==> config.mk <==
export PLATFORM = sky130hd
export DESIGN_NAME = flash_spi_read_arbiter
export DESIGN_NICKNAME = d
export VERILOG_FILES = /design/src/rtl/flash_spi_read_arbiter_pkg.sv /design/src/rtl/flash_spi_read_arbiter_spi_clk_gen.sv /design/src/rtl/flash_spi_read_arbiter.sv
export SDC_FILE = /design/constraint.sdc
export NUM_CORES = 1
export LEC_CHECK = 0
export ABC_CLOCK_PERIOD_IN_PS = 2800
export CAP_MARGIN = 0
export CORE_ASPECT_RATIO = 0.7
export CORE_UTILIZATION = 41
export CTS_CLUSTER_DIAMETER = 200
export CTS_CLUSTER_SIZE = 28
export DETAILED_ROUTE_END_ITERATION = 10
export PLACE_DENSITY_LB_ADDON = 0.05
export RECOVER_POWER = 100
export SLEW_MARGIN = 30
export SYNTH_ARGS = -nofsm -noshare
export SYNTH_HDL_FRONTEND = slang
export SYNTH_HIERARCHICAL = 1
export SYNTH_SLANG_ARGS = --single-unit
==> constraint.sdc <==
create_clock -name clk -period 2.8 [get_ports clk]
set_input_delay 0.56 -clock clk [delete_from_list [all_inputs] [get_ports clk]]
set_output_delay 0.56 -clock clk [all_outputs]
set_load 0.005 [all_outputs]
==> src/rtl/flash_spi_read_arbiter_pkg.sv <==
// Shared types and constants for the two-port SPI flash read arbiter.
`default_nettype none

package flash_spi_read_arbiter_pkg;

  typedef enum logic [2:0] {
    ST_IDLE     = 3'd0,
    ST_CS_SETUP = 3'd1,
    ST_SEND     = 3'd2,
    ST_DUMMY    = 3'd3,
    ST_RECV     = 3'd4,
    ST_CS_HOLD  = 3'd5,
    ST_DONE     = 3'd6
  } state_t;

  localparam int         FRAME_OUT_BITS   = 32;
  localparam int         FRAME_IN_BITS    = 32;
  localparam logic [7:0] DEFAULT_READ_CMD = 8'h03;

  // Flash streams the lowest-addressed byte first; the core wants it in [7:0].
  function automatic logic [31:0] byte_swap32(input logic [31:0] word);
    return {word[7:0], word[15:8], word[23:16], word[31:24]};
  endfunction

endpackage

`default_nettype wire

==> src/rtl/flash_spi_read_arbiter_spi_clk_gen.sv <==
// Mode-0 SPI clock generator: CLK_DIV system clocks per half-period, idles low when disabled.
`default_nettype none

module flash_spi_read_arbiter_spi_clk_gen #(
  parameter int CLK_DIV = 2
) (
  input  logic clk,
  input  logic reset,
  input  logic enable,
  output logic spi_clk,
  output logic rise_tick,
  output logic fall_tick
);

  localparam int                 CNT_W    = (CLK_DIV > 1) ? $clog2(CLK_DIV) : 1;
  localparam logic [CNT_W-1:0]   CNT_LAST = CNT_W'(CLK_DIV - 1);

  logic [CNT_W-1:0] half_cnt;
  logic             half_done;

  assign half_done = enable && (half_cnt == CNT_LAST);
  assign rise_tick = half_done && !spi_clk;
  assign fall_tick = half_done && spi_clk;

  always_ff @(posedge clk or negedge reset) begin
    if (!reset) begin
      half_cnt <= '0;
      spi_clk  <= 1'b0;
    end else if (!enable) begin
      half_cnt <= '0;
      spi_clk  <= 1'b0;
    end else if (half_done) begin
      half_cnt <= '0;
      spi_clk  <= !spi_clk;
    end else begin
      half_cnt <= half_cnt + CNT_W'(1);
    end
  end

endmodule

`default_nettype wire

==> src/rtl/flash_spi_read_arbiter.sv <==
// Round-robin arbiter serving 32-bit word reads from SPI flash for two requesters.
`default_nettype none

module flash_spi_read_arbiter
  import flash_spi_read_arbiter_pkg::*;
#(
  parameter int         CLK_DIV    = 2,
  parameter int         DUMMY_BITS = 1,
  parameter logic [7:0] READ_CMD   = DEFAULT_READ_CMD
) (
  input  logic        clk,
  input  logic        reset,
  input  logic        req0_valid,
  input  logic [23:0] req0_addr,
  output logic        req0_ready,
  output logic [31:0] req0_rdata,
  input  logic        req1_valid,
  input  logic [23:0] req1_addr,
  output logic        req1_ready,
  output logic [31:0] req1_rdata,
  output logic        busy,
  output logic        spi_clk,
  output logic        spi_cs_n,
  output logic        spi_mosi,
  input  logic        spi_miso
);

  localparam int                   BIT_CNT_W  = 6;
  localparam logic [BIT_CNT_W-1:0] SEND_LAST  = BIT_CNT_W'(FRAME_OUT_BITS - 1);
  localparam logic [BIT_CNT_W-1:0] DUMMY_LAST = BIT_CNT_W'((DUMMY_BITS > 0) ? DUMMY_BITS - 1 : 0);
  localparam logic [BIT_CNT_W-1:0] RECV_LAST  = BIT_CNT_W'(FRAME_IN_BITS - 1);
  localparam state_t               AFTER_SEND = (DUMMY_BITS == 0) ? ST_RECV : ST_DUMMY;

  state_t               state;
  state_t               state_next;
  logic                 rr_ptr;
  logic                 port_sel;
  logic                 grant;
  logic                 grant_port;
  logic [23:0]          grant_addr;
  logic [31:0]          shift_reg;
  logic [31:0]          rx_reg;
  logic [BIT_CNT_W-1:0] bit_cnt;
  logic                 clk_en;
  logic                 rise_tick;
  logic                 fall_tick;
  logic                 unused_addr_lsbs;

  flash_spi_read_arbiter_spi_clk_gen #(
    .CLK_DIV (CLK_DIV)
  ) u_spi_clk_gen (
    .clk       (clk),
    .reset     (reset),
    .enable    (clk_en),
    .spi_clk   (spi_clk),
    .rise_tick (rise_tick),
    .fall_tick (fall_tick)
  );

  assign grant_addr       = grant_port ? req1_addr : req0_addr;
  assign unused_addr_lsbs = ^grant_addr[1:0];

  always_ff @(posedge clk or negedge reset) begin
    if (!reset) begin
      state <= ST_IDLE;
    end else begin
      state <= state_next;
    end
  end

  always_comb begin
    state_next = state;
    grant      = 1'b0;
    grant_port = 1'b0;
    clk_en     = 1'b0;
    spi_cs_n   = 1'b1;
    spi_mosi   = 1'b0;
    busy       = (state != ST_IDLE);
    case (state)
      ST_IDLE: begin
        // rr_ptr == 0 favours port 0 when both request together
        if (req0_valid && (!req1_valid || !rr_ptr)) begin
          grant      = 1'b1;
          grant_port = 1'b0;
          state_next = ST_CS_SETUP;
        end else if (req1_valid) begin
          grant      = 1'b1;
          grant_port = 1'b1;
          state_next = ST_CS_SETUP;
        end
      end
      ST_CS_SETUP: begin
        spi_cs_n   = 1'b0;
        spi_mosi   = shift_reg[31];
        state_next = ST_SEND;
      end
      ST_SEND: begin
        spi_cs_n = 1'b0;
        spi_mosi = shift_reg[31];
        clk_en   = 1'b1;
        if (fall_tick && (bit_cnt == SEND_LAST)) begin
          state_next = AFTER_SEND;
        end
      end
      ST_DUMMY: begin
        spi_cs_n = 1'b0;
        spi_mosi = 1'b1;
        clk_en   = 1'b1;
        if (fall_tick && (bit_cnt == DUMMY_LAST)) begin
          state_next = ST_RECV;
        end
      end
      ST_RECV: begin
        spi_cs_n = 1'b0;
        clk_en   = 1'b1;
        if (fall_tick && (bit_cnt == RECV_LAST)) begin
          state_next = ST_CS_HOLD;
        end
      end
      ST_CS_HOLD: begin
        state_next = ST_DONE;
      end
      ST_DONE: begin
        state_next = ST_IDLE;
      end
      default: begin
        state_next = ST_IDLE;
      end
    endcase
  end

  // Bit counter restarts on every phase change so each phase counts from zero.
  always_ff @(posedge clk or negedge reset) begin
    if (!reset) begin
      bit_cnt <= '0;
    end else if (state != state_next) begin
      bit_cnt <= '0;
    end else if (fall_tick) begin
      bit_cnt <= bit_cnt + BIT_CNT_W'(1);
    end
  end

  always_ff @(posedge clk or negedge reset) begin
    if (!reset) begin
      rr_ptr     <= 1'b0;
      port_sel   <= 1'b0;
      shift_reg  <= '0;
      rx_reg     <= '0;
      req0_ready <= 1'b0;
      req1_ready <= 1'b0;
      req0_rdata <= '0;
      req1_rdata <= '0;
    end else begin
      req0_ready <= 1'b0;
      req1_ready <= 1'b0;
      if (grant) begin
        port_sel  <= grant_port;
        rr_ptr    <= !grant_port;
        shift_reg <= {READ_CMD, grant_addr[23:2], 2'b00};
      end
      if ((state == ST_SEND) && fall_tick) begin
        shift_reg <= {shift_reg[30:0], 1'b0};
      end
      if ((state == ST_RECV) && rise_tick) begin
        rx_reg <= {rx_reg[30:0], spi_miso};
      end
      // Results land on the edge entering DONE so ready and rdata are valid together.
      if (state == ST_CS_HOLD) begin
        if (port_sel) begin
          req1_rdata <= byte_swap32(rx_reg);
          req1_ready <= 1'b1;
        end else begin
          req0_rdata <= byte_swap32(rx_reg);
          req0_ready <= 1'b1;
        end
      end
    end
  end

endmodule

`default_nettype wire
[After elaboration in Yosys (flattened, before gate mapping)]
Cells that the tools add are included.
Cells by class
  equality and inequality tests: 8
  order comparisons: 0
  shift operators: 0
  multiply operators: 0
  divide/modulo/power cells: 0
  reductions and logical operators: 23
  bitwise operators: 1
  multiplexer cells: 27
  $add $sub $neg: 2
Operators by type and width (count)
  32-bit 2-to-1 mux: 2
  24-bit 2-to-1 mux: 1
  3-bit one-hot mux with 6 select lines: 1
  1-bit 2-to-1 mux: 15
  3-bit 2-to-1 mux: 5
  6-bit 2-to-1 mux: 2
  1-bit logical AND: 8
  6-bit by 1-bit adder with 6-bit output, second input constant: 1
  3-bit by 2-bit equality test with 1-bit output, second input constant: 2
  3-bit equality test, second input constant: 2
  6-bit by 5-bit equality test with 1-bit output, second input constant: 1
  6-bit logical NOT: 1
  1-bit logical NOT: 4
  2-bit AND reduction: 2
  2-bit nonzero test: 2
  4-bit OR reduction: 1
  3-bit by 1-bit equality test with 1-bit output, second input constant: 1
  3-bit logical NOT: 1
  3-bit inequality test: 1
  3-bit nonzero test: 1
  3-bit OR reduction: 1
  2-bit inequality test, second input constant: 1
  1-bit one-hot mux with 2 select lines: 1
  2-bit OR reduction: 1
  3 further kinds: 3
Storage, ports and cells
  output and inout bits: 70
  bits in latches: 0
  register bits after elaboration: 143
  word-level logic and storage cells: 73
  input port bits: 53
  memories: 0
  ROM bits: 0
  RAM bits: 0

[Logic depth before layout (Yosys ltp)]
Gate-level depths: netlist of run 1.
  word-level depth: 10
  depth in mapped cells: 10
  gate-level depth less buffers: 7

[Hierarchy]
Netlist of run 1, hierarchy kept.
Modules (own cells, without submodules)
  flash_spi_read_arbiter: sequential area each 3478.3 µm², cells each 438, instances 1, area each 5780.5 µm²
  flash_spi_read_arbiter_spi_clk_gen: sequential area each 50.0 µm², cells each 8, instances 1, area each 88.8 µm²

[Worst setup path before layout of run 1]
No wires, ideal clock.
  path type: register to register
  start point: register state[0]
  end point: register bit_cnt[0]
  clock period less this slack: 2.536 ns
  setup time: 0.143 ns
  data required time: 2.657 ns
  arrival time: 2.393 ns
  cell stages (with the launch flop): 10
  buffers on the path: 2
  path slack: 0.264 ns
  cells stage by stage: dfrtp_1 > buf_4 > or3b_2 > o21ai_0 > and3_2 > buf_4 > and4_1 > a2bb2oi_1 > a211oi_1 > nor2_1
Between the ends
  word-level cells in the longest chain between the ends: 10
  elaborated cells on any way between the ends: 21
  classes of those cells: eq/ne: 6; mux: 8; reduce/logical: 7
RTL lines
  start: declaration: RTL line flash_spi_read_arbiter.sv:34  | state_t state;
  start signal: assignment: RTL line flash_spi_read_arbiter.sv:67  | state <= state_next;
  3-bit by 2-bit equality test with 1-bit output / 3-bit equality test (equally long branches): RTL line flash_spi_read_arbiter.sv:79  | case (state)
  3-bit OR reduction (no line) *
  1-bit 2-to-1 mux *: RTL line flash_spi_read_arbiter.sv:79
  net clk_en: RTL line flash_spi_read_arbiter.sv:44  | logic clk_en;
  1-bit logical AND *: RTL line flash_spi_read_arbiter_spi_clk_gen.sv:21  | assign half_done = enable && (half_cnt == CNT_LAST);
  1-bit logical AND *: RTL line flash_spi_read_arbiter_spi_clk_gen.sv:23  | assign fall_tick = half_done && spi_clk;
  net fall_tick: RTL line flash_spi_read_arbiter.sv:46  | logic fall_tick;
  1-bit logical AND, on equally long branches: RTL line flash_spi_read_arbiter.sv:101, flash_spi_read_arbiter.sv:116, flash_spi_read_arbiter.sv:109
  3-bit 2-to-1 mux, on equally long branches: RTL line flash_spi_read_arbiter.sv:116, flash_spi_read_arbiter.sv:101, flash_spi_read_arbiter.sv:109
  3-bit one-hot mux with 6 select lines: RTL line flash_spi_read_arbiter.sv:79
  3-bit inequality test: RTL line flash_spi_read_arbiter.sv:136  | end else if (state != state_next) begin
  6-bit 2-to-1 mux / 2-bit nonzero test (equally long branches)
  end signal: assignment: RTL line flash_spi_read_arbiter.sv:139  | bit_cnt <= bit_cnt + BIT_CNT_W'(1);
  end: declaration: RTL line flash_spi_read_arbiter.sv:43  | logic [BIT_CNT_W-1:0] bit_cnt;
The timed path passes the listed nets; every way through them passes the cells marked *.
A chain may end at the register's enable or synchronous reset.

[Final worst setup path of run 1]
  start point: register state[2]
  end point: output spi_cs_n
Between the ends
  word-level cells in the longest chain between the ends: 3
  elaborated cells on any way between the ends: 6
  classes of those cells: eq/ne: 4; mux: 1; reduce/logical: 1
RTL lines
  3-bit by 2-bit equality test with 1-bit output, or another cell as far along: RTL line flash_spi_read_arbiter.sv:79
  4-bit OR reduction (no line) *
  1-bit 2-to-1 mux *: RTL line flash_spi_read_arbiter.sv:79
  end: declaration: RTL line flash_spi_read_arbiter.sv:23  | output logic spi_cs_n,
Every way passes the cells marked *; elsewhere a longest branch is shown, timed or not.

==> impl_metrics.yaml, run 1 <==
run_status:
  status: "completed"
cts:
  clock_path_buffers: 2
  postCtsResizedCells: 0
  clk_pin_slew_ps: 60
  h-tree-depth: 4
  root_buffer: "clkbuf_16"
  cts.sinks: 141
  insertion_delay_ps: 410
  cts_tree: "built"
  postCtsSetupBuffers: 0
  numCtsBuffers: 17
  cts_hold_buf: 0
run:
  cap_violations: 0
setup_path:
  rr_endpoint: "bit_cnt[3]"
  path_max_fanout: 10
  crit_path_end_kind: "output port"
  path_class: "reg2out"
  critical_path_arrival_ps: 2050
  timing.rr.start: "state[0]"
  reg2reg_depth: 8
  rrSetupSlack_ps: 330
  cp.required_ps: 2240
  cp-start-kind: "register"
floorplanning:
  die_w_um: 145.0
  die_h_um: 102.1
  start_util: 0.4203
  ioPinCount: 123
  die_area_um2: 14810
  fp-row-count: 36
  core_um2: 13960
logic_synthesis:
  synthMuxAreaShare: 0.2234
  synth_top_family_by_area: "multiplexers"
  syn-instance-count: 446
  synth.avg_cell_area_um2: 13.16
  async_flop_share: 1.000
  synth_compound_area_frac: 0.04178
  ys_types: 40
  syn_area_um2: 5869
  yosysSeqAreaShare: 0.6012
  synthXorXnorAreaFrac: 0.008953
  synth_edf_count: 0
  syn-num-nets: 501
  synth_fa_ha_area_frac: 0.004263
  ys.flop_type: "dfrtp_1"
  yosys_warnings: 6
  synthSimpleGateAreaFrac: 0.08868
  ys_ff_latch: 141
sta:
  period_minus_slack_ps: 2614
  tns_ps: 0
  max-slew-margin-rel: 0.1105
  layout_worst_path_cycle_share: 0.9337
  fmax_mhz: 382.5
  finalHoldViolCount: 0
  setup_viol: 0
  hold_slack_ps: 443.5
  rsz0062_at_grt: "false"
  drv_slew: 0
  worst_slew_pin_slew_ps: 1334
  skew_ps: 6.295
route:
  wirelength_mm: 11.65
  via_per_inst: 4.933
  dr.pass1.iters: 4
  antenna_left: 0
  drtIter0Drc: 143
  wl_per_cell_um: 15.09
  drc: 0
  vias: 3808
finish:
  syn_to_final_growth_pct: 34.62
  layout_common_cells: "dfrtp_1 (141), mux2_2 (93), dlygate4sd3_1 (70)"
  nets: 625
  final_common_cell: "dfrtp_1"
  drive_above_1_share: 0.2509
  diodes: 0
grt:
  grt_max_degree: 56
  gr-total-overflow: 0
  grt_pass1_wl_mm: 19.75
  grtUsageTotal: 0.1719
  antenna_found_initial: 0
  grt_pass1_vias: 3826
power:
  vdd_drop_max_mv: 0.4274
  power_density_nw_per_um2: 783.2
  p_leak_nw: 4.053
placed_design:
  gp_congestion: 0.7629
  dp_hpwl_mm: 7.525
  portBuffers: 118
min_path:
  hp-class: "in2async"
power breakdown:
part / switching [mW] / total, mW / internal, mW
combinational: 0.672 / 1.18 / 0.510
sequential: 0.147 / 2.45 / 2.30
clock: 0.860 / 2.56 / 1.70
cells in the mapped netlist (6+ instances only):
library cell | n | share of area
dfrtp_1 | 141 | 0.60
mux2_2 | 93 | 0.18
nand2_1 | 42 | 0.027
nand3_1 | 31 | 0.026
mux2i_1 | 23 | 0.039
o211ai_1 | 21 | 0.027
nor2_1 | 15 | 0.0096
clkbuf_1 | 10 | 0.0064
buf_2 | 8 | 0.0068
inv_1 | 8 | 0.0051
buf_4 | 6 | 0.0077
o21ai_0 | 6 | 0.0051
worst max-delay path by stage:
stage | cells after the start | to | start
floorplan | 9 | bit_cnt[0] | state[0]
global placement | 8 | bit_cnt[5] | state[0]
detailed placement | 5 | shift_reg[20] | req0_valid
CTS | 5 | spi_cs_n | state[2]
global route | 5 | spi_cs_n | state[2]
finish | 5 | spi_cs_n | state[2]
metrics by stage:
step / cells / utilization / setup slack (ps) / area [um^2] / power [mW]
final: 772 / 0.5659 / 185.6 / 7901 / 6.188
after CTS: 772 / 0.5694 / 223.5 / 7951 / 6.290
after global placement: 741 / 0.5211 / 396.2 / 7276 / 3.652
after global routing: 772 / 0.5659 / 82.24 / 7901 / 6.529
after detailed placement: 741 / 0.5211 / 299.1 / 7276 / 3.709
after floorplan: 446 / - / 264.1 / 5869 / 3.278
per-layer routing:
| metal | vias up | track usage | wire length (um) |
|---|---|---|---|
| met2 | 76 | 0.2555 | 5111 |
| met4 | 0 | 0.07119 | 136 |
| met1 | 1880 | 0.2393 | 5865 |
| li1 | 1838 | - | - |
| met3 | 14 | 0.04643 | 537 |
| met5 | - | 0 | 0 |
worst max-delay path, stage by stage (launching register included):
cell and delay, ps:
dfrtp_1 370, buf_4 170, nor3_2 340, inv_1 130, nand2_1 90, dlygate4sd3_1 570
cell families (layout without fill, tap and decap cells):
family | count (synthesis) | in the layout
buf+inv | 35 | 171
flops | 141 | 141
mux | 119 | 119
simple gates | 107 | 107
xor+xnor | 6 | 6
fa+ha+maj | 2 | 2
compound gates | 36 | 36
final cells by class:
type | count | area, um^2
fillers | 1176 | 6062
inverters | 8 | 30.03
clock inverters | 13 | 236.5
well taps | 190 | 237.7
clock buffers | 18 | 439.2
multi-input cells | 270 | 2167
flip-flops and latches | 141 | 3528
repair buffers | 132 | 1262
(Power assumes the default switching activity.)
==> run 2: changes to the inputs <==
--- a/config.mk
+++ b/config.mk
@@ -7,7 +7,6 @@
 export LEC_CHECK = 0
 export ABC_CLOCK_PERIOD_IN_PS = 2800
 export CAP_MARGIN = 0
-export CORE_ASPECT_RATIO = 0.7
 export CORE_UTILIZATION = 41
 export CTS_CLUSTER_DIAMETER = 200
 export CTS_CLUSTER_SIZE = 28
==> run 2 against run 1 <==
The run now ends with max-capacitance violations, max-slew violations left. Highest routed layer unchanged. Sequential share of layout area is 0.64 points higher. Final cell count is 1.4% lower. Count of clock-buffer cells in the layout is 3 higher. Largest cell class unchanged. Clock skew hardly changed. Core utilization is 0.68 points lower. Wire length is 5.3% lower.
==> impl_metrics.yaml, run 2 (synthesis gave the netlist of run 1 again) <==
run_status:
  status: "finished with violations"
  violations: "max-capacitance violations, max-slew violations"
route:
  wirelength_mm: 11.03
  dr.pass1.iters: 4
  antenna_left: 0
  via_per_inst: 5.064
  drtIter0Drc: 161
  drc: 0
  vias: 3854
  wl_per_cell_um: 14.50
setup_path:
  crit_path_end_kind: "output port"
  path_max_fanout: 10
  critical_path_arrival_ps: 2010
  cp.required_ps: 2240
  worstPathCellList: "buf_4, nor3_2, inv_1, dlygate4sd3_1"
  reg2reg_depth: 8
  critical_path.top_delay_family: "buffers and inverters"
  crit_path_max_incr_delay_ps: 590
  cp.depth: 4
  slowest_stage: "dlygate4sd3_1"
  crit_buf_inv: 3
  cp-start-kind: "register"
  path_class: "reg2out"
cts:
  numCtsBuffers: 17
  cts.sinks: 141
  clk_pin_slew_ps: 60
  h-tree-depth: 4
  cts_tree: "built"
  postCtsSetupBuffers: 0
  cts_hold_buf: 0
  insertion_delay_ps: 410
  clock_path_buffers: 2
  root_buffer: "clkbuf_16"
  postCtsResizedCells: 0
sta:
  skew_ps: 6.177
  fmax_mhz: 388.6
  max-slew-margin-rel: -0.4115
  finalHoldViolCount: 0
  tns_ps: 0
  hold_slack_ps: 466.0
  setup_viol: 0
  period_minus_slack_ps: 2573
  worst_slew_pin_slew_ps: 2117
  drv_slew: 41
  rsz0062_at_grt: "false"
  layout_worst_path_cycle_share: 0.9190
floorplanning:
  die_area_um2: 14800
  die_h_um: 121.6
  start_util: 0.4212
  die_w_um: 121.6
  ioPinCount: 123
  fp-row-count: 43
  core_um2: 13930
grt:
  gr-usage-met3: 0.04822
  gr-total-overflow: 0
  grt_pass1_vias: 3644
  grtUsageTotal: 0.1636
  grt_pass1_wl_mm: 18.50
  top_usage_layer: "met2"
  antenna_found_initial: 0
  grt_max_degree: 52
  use_met1: 0.2165
  use_met2: 0.2543
finish:
  seqCellArea_um2: 3528
  multiInputGateArea_um2: 2167
  n_fill_cell: 1189
  drive_above_1_share: 0.2461
  nets: 624
  layout_common_cells: "dfrtp_1 (141), mux2_2 (93), dlygate4sd3_1 (69)"
  fin_util: 0.5590
  diodes: 0
  final_common_cell: "dfrtp_1"
  syn_to_final_growth_pct: 32.72
power:
  p_sw_mw: 1.597
  p_comb_frac: 0.200
  p_seq_frac: 0.425
  vdd_drop_max_mv: 0.6679
  swShare: 0.2770
  power_density_nw_per_um2: 739.9
  p_leak_nw: 4.000
  power.share.clock: 0.375
  finalPower_mw: 5.764
  internal_power_mw: 4.167
run:
  cap_violations: 1
placed_design:
  portBuffers: 118
  dp_hpwl_mm: 7.334
  gp_congestion: 0.6881
min_path:
  hp-class: "reg2reg"
  hold_path_depth: 2
[run 2: power by group through the flow]
stage	Sequential, mW	Clock, mW	Combinational, mW
6_report	2.45	2.16	1.15
5_1_grt	2.48	2.31	1.31
4_1_cts	2.45	2.22	1.19
3_5_place_dp	2.48	0	1.19
3_3_place_gp	2.47	0	1.16
2_1_floorplan	2.45	0	0.824
[run 2: worst register-to-register path, delay by kind of cell (launching register included)]
family	cells	cell delay [ps]
and+or+nand+nor	4	1220
DFF	1	380
buffers and inverters	1	180
AOI/OAI and AO/OA	3	510
[run 2: path summary, 6_finish.rpt]
| kind | start | endpoint | slack [ps] |
|---|---|---|---|
| min | shift_reg[25] | shift_reg[26] | 470 |
| max reg2reg | state[0] | bit_cnt[3] | 400 |
| max | state[2] | busy | 230 |
| min in group asynchronous | reset | req0_ready | 760 |
| max in group asynchronous | reset | req1_rdata[3] | 610 |
| min reg2reg | shift_reg[25] | shift_reg[26] | 470 |
[run 2: routing by layer]
layer / vias up / wire length, um
li1: 1837 / -
met1: 1919 / 5091
met2: 88 / 5373
met3: 10 / 433
met4: 0 / 133
met5: - / 0
[run 2: final cells by class]
class	instances	share of cell area
clock inverter	10	0.01494
timing repair buffer	131	0.1621
clock buffer	21	0.05911
tap	180	0.02891
inverter	8	0.003855
sequential	141	0.4529
multi-input combinational	270	0.2782
[run 2: metrics by stage]
step	worst slack, ps	std cells	area [um^2]
6_report	226.7	761	7790
5_1_grt	128.3	761	7790
4_1_cts	214.4	761	7820
3_5_place_dp	341.8	730	7243
3_3_place_gp	387.1	730	7243
2_1_floorplan	264.1	446	5869
